`src/rtl/regfile.sv`:
```
// Register file with a two-stage write-back path (capture, then commit) and two combinational read ports.
// Optional macro REGFILE_BYPASS_EN forwards pending data to the read ports and holds hazard at 0.
module regfile #(
    parameter int unsigned DW = 8,
    parameter int unsigned AW = 2
) (
    input  logic          clk,
    input  logic          rst,
    input  logic [AW-1:0] rs1_addr,
    input  logic [AW-1:0] rd_addr,
    output logic [DW-1:0] rs1_data,
    output logic [DW-1:0] rd_data,
    input  logic          wb_en,
    input  logic [AW-1:0] wb_addr,
    input  logic [DW-1:0] wb_data,
    output logic          hazard
);

    localparam int unsigned NREG = 1 << AW;

    logic [DW-1:0] regs [NREG];
    logic          pend_valid;
    logic [AW-1:0] pend_addr;
    logic [DW-1:0] pend_data;

    // Commit the pending entry, then capture this cycle's request into the pending slot
    always_ff @(posedge clk or posedge rst) begin
        if (rst) begin
            regs       <= '{default: '0};
            pend_valid <= 1'b0;
            pend_addr  <= '0;
            pend_data  <= '0;
        end else begin
            if (pend_valid) begin
                regs[pend_addr] <= pend_data;
            end
            pend_valid <= wb_en;
            if (wb_en) begin
                pend_addr <= wb_addr;
                pend_data <= wb_data;
            end
        end
    end

`ifdef REGFILE_BYPASS_EN
    // A read that hits the pending entry sees the value about to be committed
    always_comb begin
        rs1_data = regs[rs1_addr];
        rd_data  = regs[rd_addr];
        hazard   = 1'b0;
        if (pend_valid && (pend_addr == rs1_addr)) begin
            rs1_data = pend_data;
        end
        if (pend_valid && (pend_addr == rd_addr)) begin
            rd_data = pend_data;
        end
    end
`else
    // Array-only reads; flag any port that targets the uncommitted register
    always_comb begin
        rs1_data = regs[rs1_addr];
        rd_data  = regs[rd_addr];
        hazard   = pend_valid && ((pend_addr == rs1_addr) || (pend_addr == rd_addr));
    end
`endif

endmodule
```
`config.mk`:
```
export PLATFORM = sky130hd
export DESIGN_NAME = regfile
export DESIGN_NICKNAME = d
export VERILOG_FILES = /design/src/rtl/regfile.sv
export SDC_FILE = /design/constraint.sdc
export NUM_CORES = 1
export LEC_CHECK = 0
export BUFFER_PORTS_ARGS = -buffer_cell sky130_fd_sc_hd__buf_2
export CAP_MARGIN = 40
export CORE_MARGIN = 1.5
export CORE_UTILIZATION = 55
export CTS_CLUSTER_SIZE = 14
export DETAILED_ROUTE_END_ITERATION = 10
export PLACE_DENSITY = 0.86
export SETUP_SLACK_MARGIN = 0.1
export SLEW_MARGIN = 20
export SYNTH_ARGS = -nofsm -noshare
export SYNTH_HDL_FRONTEND = slang
export SYNTH_SLANG_ARGS = --single-unit
```
`constraint.sdc`:
```
create_clock -name clk -period 2.25 [get_ports clk]
set_input_delay 0.3375 -clock clk [delete_from_list [all_inputs] [get_ports clk]]
set_output_delay 0.3375 -clock clk [all_outputs]
set_load 0.02 [all_outputs]
```
# --- After elaboration in Yosys (flattened, before gate mapping) ---
# Cells that the tools add are included.
word_totals:
  ff_bits: 43
  inputBits: 17
  output_inout_bits: 17
  elab_cells: 28
classes:
  n_lt_le_gt_ge: 4
  eq_ne: 2
  mux: 9
  n_bitwise: 3
  n_reduce_logical: 3
ops:
  columns: ["operator", "count"]
  rows:
  - ["two-way mux 8 bit", 5]
  - ["binary-select mux 8 bit (select 2 bit)", 2]
  - ["bitwise mux 32 bit", 1]
  - ["demux 8 bit (select 2 bit)", 1]
  - [">= comparator 3 bit, second input constant", 3]
  - ["inverter 2 -> 3 bit", 3]
  - ["equality test 2 bit", 2]
  - ["< comparator 3 x 1 -> 1 bit, second input constant", 1]
  - ["logical AND 1 bit", 2]
  - ["logical OR 1 bit", 1]

# --- Longest topological paths before layout ---
# Gate-level depths: netlist of run 1.
depth:
  ltp_word: 6
  mapped_depth: 4

# --- Worst setup path before layout of run 1 ---
# Ideal clock, no wire load.
synth_timing:
  path_type: "input port to output port"
  startpoint: "input rd_addr[0]"
  endpoint: "output rd_data[0]"
  arrival_time_ps: 1185
  required_time_ps: 1913
  slack_ps: 727
  cell_stages: 2
  path_buffers: 1
  path_cell_list: "buf_2 > mux4_2"
synth_via:
  elab_chain_cells: 4
synth_lines:
  columns: ["element", "line_no", "source"]
  rows:
  - ["start: declaration", "10", "input logic [AW-1:0] rd_addr,"]
  - ["inverter 2 -> 3 bit (not written as such)", "62", "rd_data = regs[rd_addr];"]
  - ["binary-select mux 8 bit (select 2 bit)", "62", null]
  - ["two-way mux 8 bit (not written as such) (2 in a row)", "62", null]
  - ["end: declaration", "12", "output logic [DW-1:0] rd_data,"]
# No other way between the ends. The select of a mux whose other input is x is not followed.

# --- Worst setup path in the final report of run 1 ---
layout_timing:
  startpoint: "register pend_addr[1]"
  endpoint: "output hazard"
layout_via:
  elab_chain_cells: 3
  elab_cells_between_ends: 4
  cone_classes: "eq/ne (2); reduce/logical (2)"
layout_lines:
  columns: ["element", "line_no", "source"]
  rows:
  - ["start: declaration", "23", "logic [AW-1:0] pend_addr;"]
  - ["start signal: assignment", "39", "pend_addr <= wb_addr;"]
  - ["equality test 2 bit", "63", "hazard = pend_valid && ((pend_addr == rs1_addr) || (pend_addr == rd_addr));"]
  - ["logical OR 1 bit (*)", "63", null]
  - ["logical AND 1 bit (*)", "63", null]
  - ["end: declaration", "16", "output logic hazard"]
# Every way passes the cells marked *; elsewhere a longest branch is shown, timed or not.

==> results of run 1 <==
-- through the flow --
step	worst slack, ns	area [µm²]	hold slack [ns]	utilization, %	total power [mW]
after floorplan	0.7273	2048	0.3689	-	1.686
after global placement	0.5301	2243	0.4885	65.18	1.850
after detailed placement	0.5165	2243	0.5065	65.18	1.905
after CTS	0.4516	2361	0.1888	68.59	2.514
after global routing	0.3898	2361	0.2130	68.59	2.620
final	0.4741	2361	0.1712	68.59	2.485
-- cell type report --
type / count / area (µm²)
tap: 46 / 57.56
clock buffer: 6 / 82.58
clock inverter: 2 / 35.03
inverter: 1 / 3.754
timing repair buffer: 34 / 172.7
multi-input combinational: 68 / 933.4
sequential: 43 / 1076
fill: 232 / 1081
-- flip-flops by register name, indices dropped and copies added (netlist names) --
name / flops
pend_valid: 1
regs: 32
pend_addr: 2
pend_data: 8
-- synth_stat cells, drive strengths merged --
master  count
and2        1
dfrtp      43
clkbuf      2
mux2       42
xor2        4
nand3       1
mux4       16
nand3b      2
buf         5
o22ai       1
inv         1
nor3b       1
-- report_power, final --
| part | switching (mW) | total, mW | internal, mW |
|---|---|---|---|
| clock | 0.241 | 0.600 | 0.359 |
| sequential | 0.163 | 1.14 | 0.982 |
| combinational | 0.327 | 0.741 | 0.414 |
-- cells by family after synthesis --
family          Yosys count  share of synthesized area [%]
flops                    43                          52.54
mux                      58                          40.68
buf+inv                   8                          1.893
compound gates            1                         0.3056
xor+xnor                  4                          1.710
simple gates              5                          2.871
-- worst max-delay path, stage by stage (launching register included) --
cell and delay, ns:
dfrtp_1 0.49, xor2_1 0.21, o22ai_1 0.16, and2_2 0.14, buf_2 0.15
-- final timing paths --
kind | to | slack, ns | cells past startpoint
setup reg to reg | regs[30] | 0.70 | 2
hold reg to reg | regs[11] | 0.53 | 1
hold / removal | pend_data[2] | 0.17 | 3
min in group clk | pend_data[2] | 0.28 | 2
setup / recovery | hazard | 0.47 | 4
max in group asynchronous | regs[0] | 1.71 | 3
-- metal layers --
metal | part of all wire, % | vias to the layer above
li1 | - | 518
met1 | 42 | 612
met2 | 53 | 20
met3 | 3.7 | 6
met4 | 1.3 | 0
met5 | 0 | -
==> results.py, run 1 <==
metrics = {
    "synthesis": {
        "postSynthCellCount": 119,
        "synth_nets": 136,
        "synth.largest_area_cell": "dfrtp_1",
        "synth_top_area_share_pct": 52.54,
        "ys_warn_count": 0,
        "synth_area_um2": 2048,
        "syn_area_per_cell_um2": 17.21,
        "ys_seq_area_share_pct": 52.54,
        "ys_seq_elements": 43,
        "synth_cell_types": 12,
        "ys_top_cells_by_area": "dfrtp_1, mux2_2, mux4_2, xor2_1, buf_2",
    },
    "sta": {
        "final.setup.tns_ns": 0,
        "slew_viol_final": 0,
        "relSlewSlack_pct": 63.86,
        "finalHoldViolations": 0,
        "rsz0062_at_grt": "no",
        "period_minus_slack_ns": 1.776,
        "period_share_pct": 78.93,
        "fmax_mhz": 563.1,
        "skew_ns": 0.006403,
        "setup_violations": 0,
        "worst_pin_slew_ns": 0.5415,
    },
    "placed_design": {
        "place_congestion": 0.6925,
        "io_buffers": 33,
        "dp_hpwl_um": 2615,
        "placed_cells": 192,
    },
    "final_layout": {
        "final_nets": 170,
        "antennaDiodeCount": 0,
        "finalNonFillerCells": 200,
        "final_cell_mix": "dfrtp_1, mux2_2, buf_2",
        "area_delta_synth_final_pct": 15.27,
        "drive_gt1_share_pct": 68.18,
        "layout_commonest_cell": "dfrtp_1",
    },
    "hold_path": {
        "hold_class": "input port to asynchronous set/reset pin",
    },
    "routing": {
        "routedWlPerCell_um": 18.91,
        "drc": 0,
        "detail-route-antenna-nets": 0,
        "first_iter_violations": 44,
        "wl_um": 3782,
        "vias": 1156,
        "vias_per_cell": 5.780,
        "dr.pass1.iters": 2,
    },
    "cts": {
        "cts_hold_buf": 0,
        "post_cts_buffers": 0,
        "numCtsBuffers": 5,
        "cts-root-buf": "clkbuf_8",
        "clkSlewWorstSetupHoldPaths_ns": 0.08,
        "cts_tree": "done",
        "cts_buffer_depth": 2,
        "htree_levels": 2,
        "cts.sinks": 43,
        "cts_resized": 0,
        "clk_latency_ns": 0.29,
    },
    "worst_setup_path": {
        "critPathRequiredTime_ns": 1.91,
        "crit_start": "pend_addr[1]",
        "endpoint_kind": "output pin",
        "cp-start-kind": "flip-flop",
        "critPathMaxFanout": 7,
        "r2r_start": "pend_addr[0]",
        "cp.arrival_ns": 1.44,
        "worstSetupPathType": "flip-flop to output pin",
    },
    "global_route": {
        "grt-ovfl-total": 0,
        "antenna_found_initial": 0,
        "grt_max_degree": 44,
        "busiest_layer": "met2",
        "met3_usage_pct": 4.225,
        "grt_pass1_vias": 1227,
        "use_met2_pct": 36.85,
        "grt_util_met1_pct": 26.33,
        "grt_pass1_wl_um": 6285,
        "grt_util_all_layers_pct": 21.16,
    },
    "run_status": {
        "outcome": "completed",
    },
    "power": {
        "p_leak_nw": 1.031,
        "p_per_area_nw_per_um2": 1052,
        "vdd_drop_max_mv": 0.6319,
    },
    "floorplan": {
        "coreArea_um2": 3442,
        "core.rowCount": 21,
        "start_util_pct": 59.51,
        "dieHeight_um": 64.03,
        "num_io_pins": 34,
        "fp.dieW_um": 64.03,
        "die_area_um2": 4099,
    },
    "job": {
        "maxCapViolations": 0,
    },
}
(Power assumes the default switching activity.)
==> run 2, diff against run 1 <==
--- a/config.mk
+++ b/config.mk
@@ -8,10 +8,10 @@
 export BUFFER_PORTS_ARGS = -buffer_cell sky130_fd_sc_hd__buf_2
 export CAP_MARGIN = 40
 export CORE_MARGIN = 1.5
-export CORE_UTILIZATION = 55
+export CORE_UTILIZATION = 50
 export CTS_CLUSTER_SIZE = 14
 export DETAILED_ROUTE_END_ITERATION = 10
-export PLACE_DENSITY = 0.86
+export PLACE_DENSITY = 0.83
 export SETUP_SLACK_MARGIN = 0.1
 export SLEW_MARGIN = 20
 export SYNTH_ARGS = -nofsm -noshare
==> constraint.sdc (replaced) <==
create_clock -name clk -period 1.5 [get_ports clk]
set_input_delay 0.225 -clock clk [delete_from_list [all_inputs] [get_ports clk]]
set_output_delay 0.225 -clock clk [all_outputs]
set_load 0.02 [all_outputs]
==> run 2 against run 1 <==
Effect of this change: the run now ends with negative setup slack left; combinational power up 100%; clock power up 15%; sequential power up 52%; sequential share of layout area down 4.3 points; flip-flop and latch count unchanged; register-to-register slack worse by 0.64 ns; cell count up 8.5%; core utilization down 2.9 points; critical path depth unchanged; largest cell class unchanged.
==> results.py, run 2 (synthesis gave the netlist of run 1 again) <==
metrics = {
    "final_layout": {
        "area_delta_synth_final_pct": 27.43,
        "top_register": "regs",
        "drive_gt1_share_pct": 70.66,
        "layout_commonest_cell": "dfrtp_1",
        "reg_top3": "regs: 32 flops, pend_data: 8 flops, pend_addr: 2 flops",
        "largest_reg_flops": 32,
        "fillers": 268,
        "final_cell_mix": "dfrtp_1, mux2_2, buf_6",
        "finalCoreUtilization_pct": 65.72,
        "final_nets": 183,
        "finalNonFillerCells": 217,
        "antennaDiodeCount": 0,
    },
    "worst_setup_path": {
        "critPathRequiredTime_ns": 1.27,
        "cp-start-kind": "flip-flop",
        "cp.arrival_ns": 1.38,
        "worstSetupPathType": "flip-flop to output pin",
        "endpoint_kind": "output pin",
        "critPathMaxFanout": 4,
    },
    "cts": {
        "cts_buffer_depth": 2,
        "numCtsBuffers": 5,
        "cts.sinks": 43,
        "htree_levels": 2,
        "cts_tree": "done",
        "clkSlewWorstSetupHoldPaths_ns": 0.08,
        "clk_latency_ns": 0.29,
        "cts-root-buf": "clkbuf_8",
        "cts_hold_buf": 0,
    },
    "global_route": {
        "antenna_found_initial": 0,
        "grt_pass1_vias": 1290,
        "grt_max_degree": 44,
        "grt_pass1_wl_um": 6568,
        "grt-ovfl-total": 0,
        "grt_util_all_layers_pct": 21.27,
    },
    "sta": {
        "relSlewSlack_pct": 64.38,
        "rsz0062_at_grt": "yes",
        "hold_ws_ns": 0.05373,
        "finalHoldViolations": 0,
        "fmax_mhz": 625.0,
        "period_share_pct": 106.7,
        "skew_ns": 0.008340,
        "worst_slack_ns": -0.1000,
        "slew_viol_final": 0,
        "setup_violations": 17,
        "period_minus_slack_ns": 1.600,
        "final.setup.tns_ns": -0.8547,
        "worst_pin_slew_ns": 0.5343,
    },
    "floorplan": {
        "core.rowCount": 23,
        "fp.dieW_um": 67.01,
        "dieHeight_um": 67.01,
        "num_io_pins": 34,
        "die_area_um2": 4490,
        "start_util_pct": 51.58,
        "coreArea_um2": 3971,
    },
    "placed_design": {
        "io_buffers": 33,
        "placed_cells": 201,
        "dp_hpwl_um": 2882,
        "place_congestion": 0.7324,
    },
    "routing": {
        "vias": 1247,
        "dr.pass1.iters": 4,
        "routedWlPerCell_um": 19.40,
        "vias_per_cell": 5.747,
        "first_iter_violations": 67,
        "drc": 0,
        "wl_um": 4209,
        "detail-route-antenna-nets": 0,
    },
    "run_status": {
        "violations": "negative setup slack",
        "outcome": "complete, but fails checks",
    },
    "hold_path": {
        "hold_class": "input port to asynchronous set/reset pin",
    },
    "power": {
        "p_leak_nw": 1.161,
        "p_per_area_nw_per_um2": 1499,
        "vdd_drop_max_mv": 0.6094,
    },
    "job": {
        "maxCapViolations": 0,
    },
}
[run 2: cell types whose count changed in the layout (fill, tap and decap cells not counted), moves of 2 or more]
cell / before / now
dfrtp_1: 43 / 41
mux2_4: 0 / 6
buf_4: 1 / 10
mux2_2: 42 / 36
nand3b_2: 2 / 0
nand3b_4: 0 / 2
dfrtp_2: 0 / 2
buf_2: 33 / 16
buf_12: 0 / 2
buf_6: 0 / 19
clkbuf_1: 0 / 2
[run 2: repair_timing]
item                                   in CTS  in global routing
endpoints found under the hold margin       0                  0
setup buffers                               7                  2
setup endpoints to repair                  17                 41
pin swaps                                   2                  3
resized for setup                          37                 10
[run 2: worst paths after layout]
kind / startpoint / endpoint / slack (ns) / cells after the start
setup / recovery: pend_addr[1] / hazard / -0.10 / 4
hold / removal: rst / regs[6] / 0.05 / 3
setup reg to reg: pend_addr[0] / regs[28] / 0.06 / 4
hold reg to reg: regs[10] / regs[10] / 0.53 / 1
max in group asynchronous: rst / pend_addr[0] / 1.04 / 3
min in group clk: wb_addr[1] / pend_addr[1] / 0.16 / 2
[run 2: power breakdown]
group          internal (mW)  leakage [nW]  total, mW  switching, mW
logic                  0.925         0.612       1.49          0.568
clock network          0.326        0.0422      0.690          0.363
registers               1.47         0.506       1.73          0.254
total                   2.73          1.16       3.91           1.19
[run 2: final cells by class]
| type | count | area, µm² | share of cell area [%] |
|---|---|---|---|
| clock buffer | 7 | 76.32 | 2.924 |
| clock inverter | 1 | 5.005 | 0.1918 |
| inverter | 1 | 3.754 | 0.1438 |
| multi-input combinational | 68 | 974.7 | 37.34 |
| sequential | 43 | 1079 | 41.32 |
| tap | 50 | 62.56 | 2.397 |
| timing repair buffer | 47 | 409.1 | 15.68 |
[run 2: per-layer routing]
metal | track usage (%) | vias to the layer above | part of all wire, %
li1 | - | 546 | -
met1 | 25.51 | 656 | 42
met2 | 36.26 | 39 | 52
met3 | 5.574 | 6 | 4.2
met4 | 8.418 | 0 | 1.7
met5 | 0 | - | 0
[run 2: per-stage QoR]
stage	setup slack, ns	area (µm²)	power, mW
after floorplan	0.1603	2048	2.529
after global placement	0.1274	2311	2.796
after detailed placement	0.08948	2311	2.895
after CTS	-0.1050	2557	3.889
after global routing	-0.1655	2610	4.120
final	-0.1000	2610	3.911
[run 2: critical path, cell delays in order, from the launching register on]
cell and delay (ns):
dfrtp_2 0.44, xor2_1 0.18, o22ai_1 0.18, and2_4 0.17, buf_6 0.11
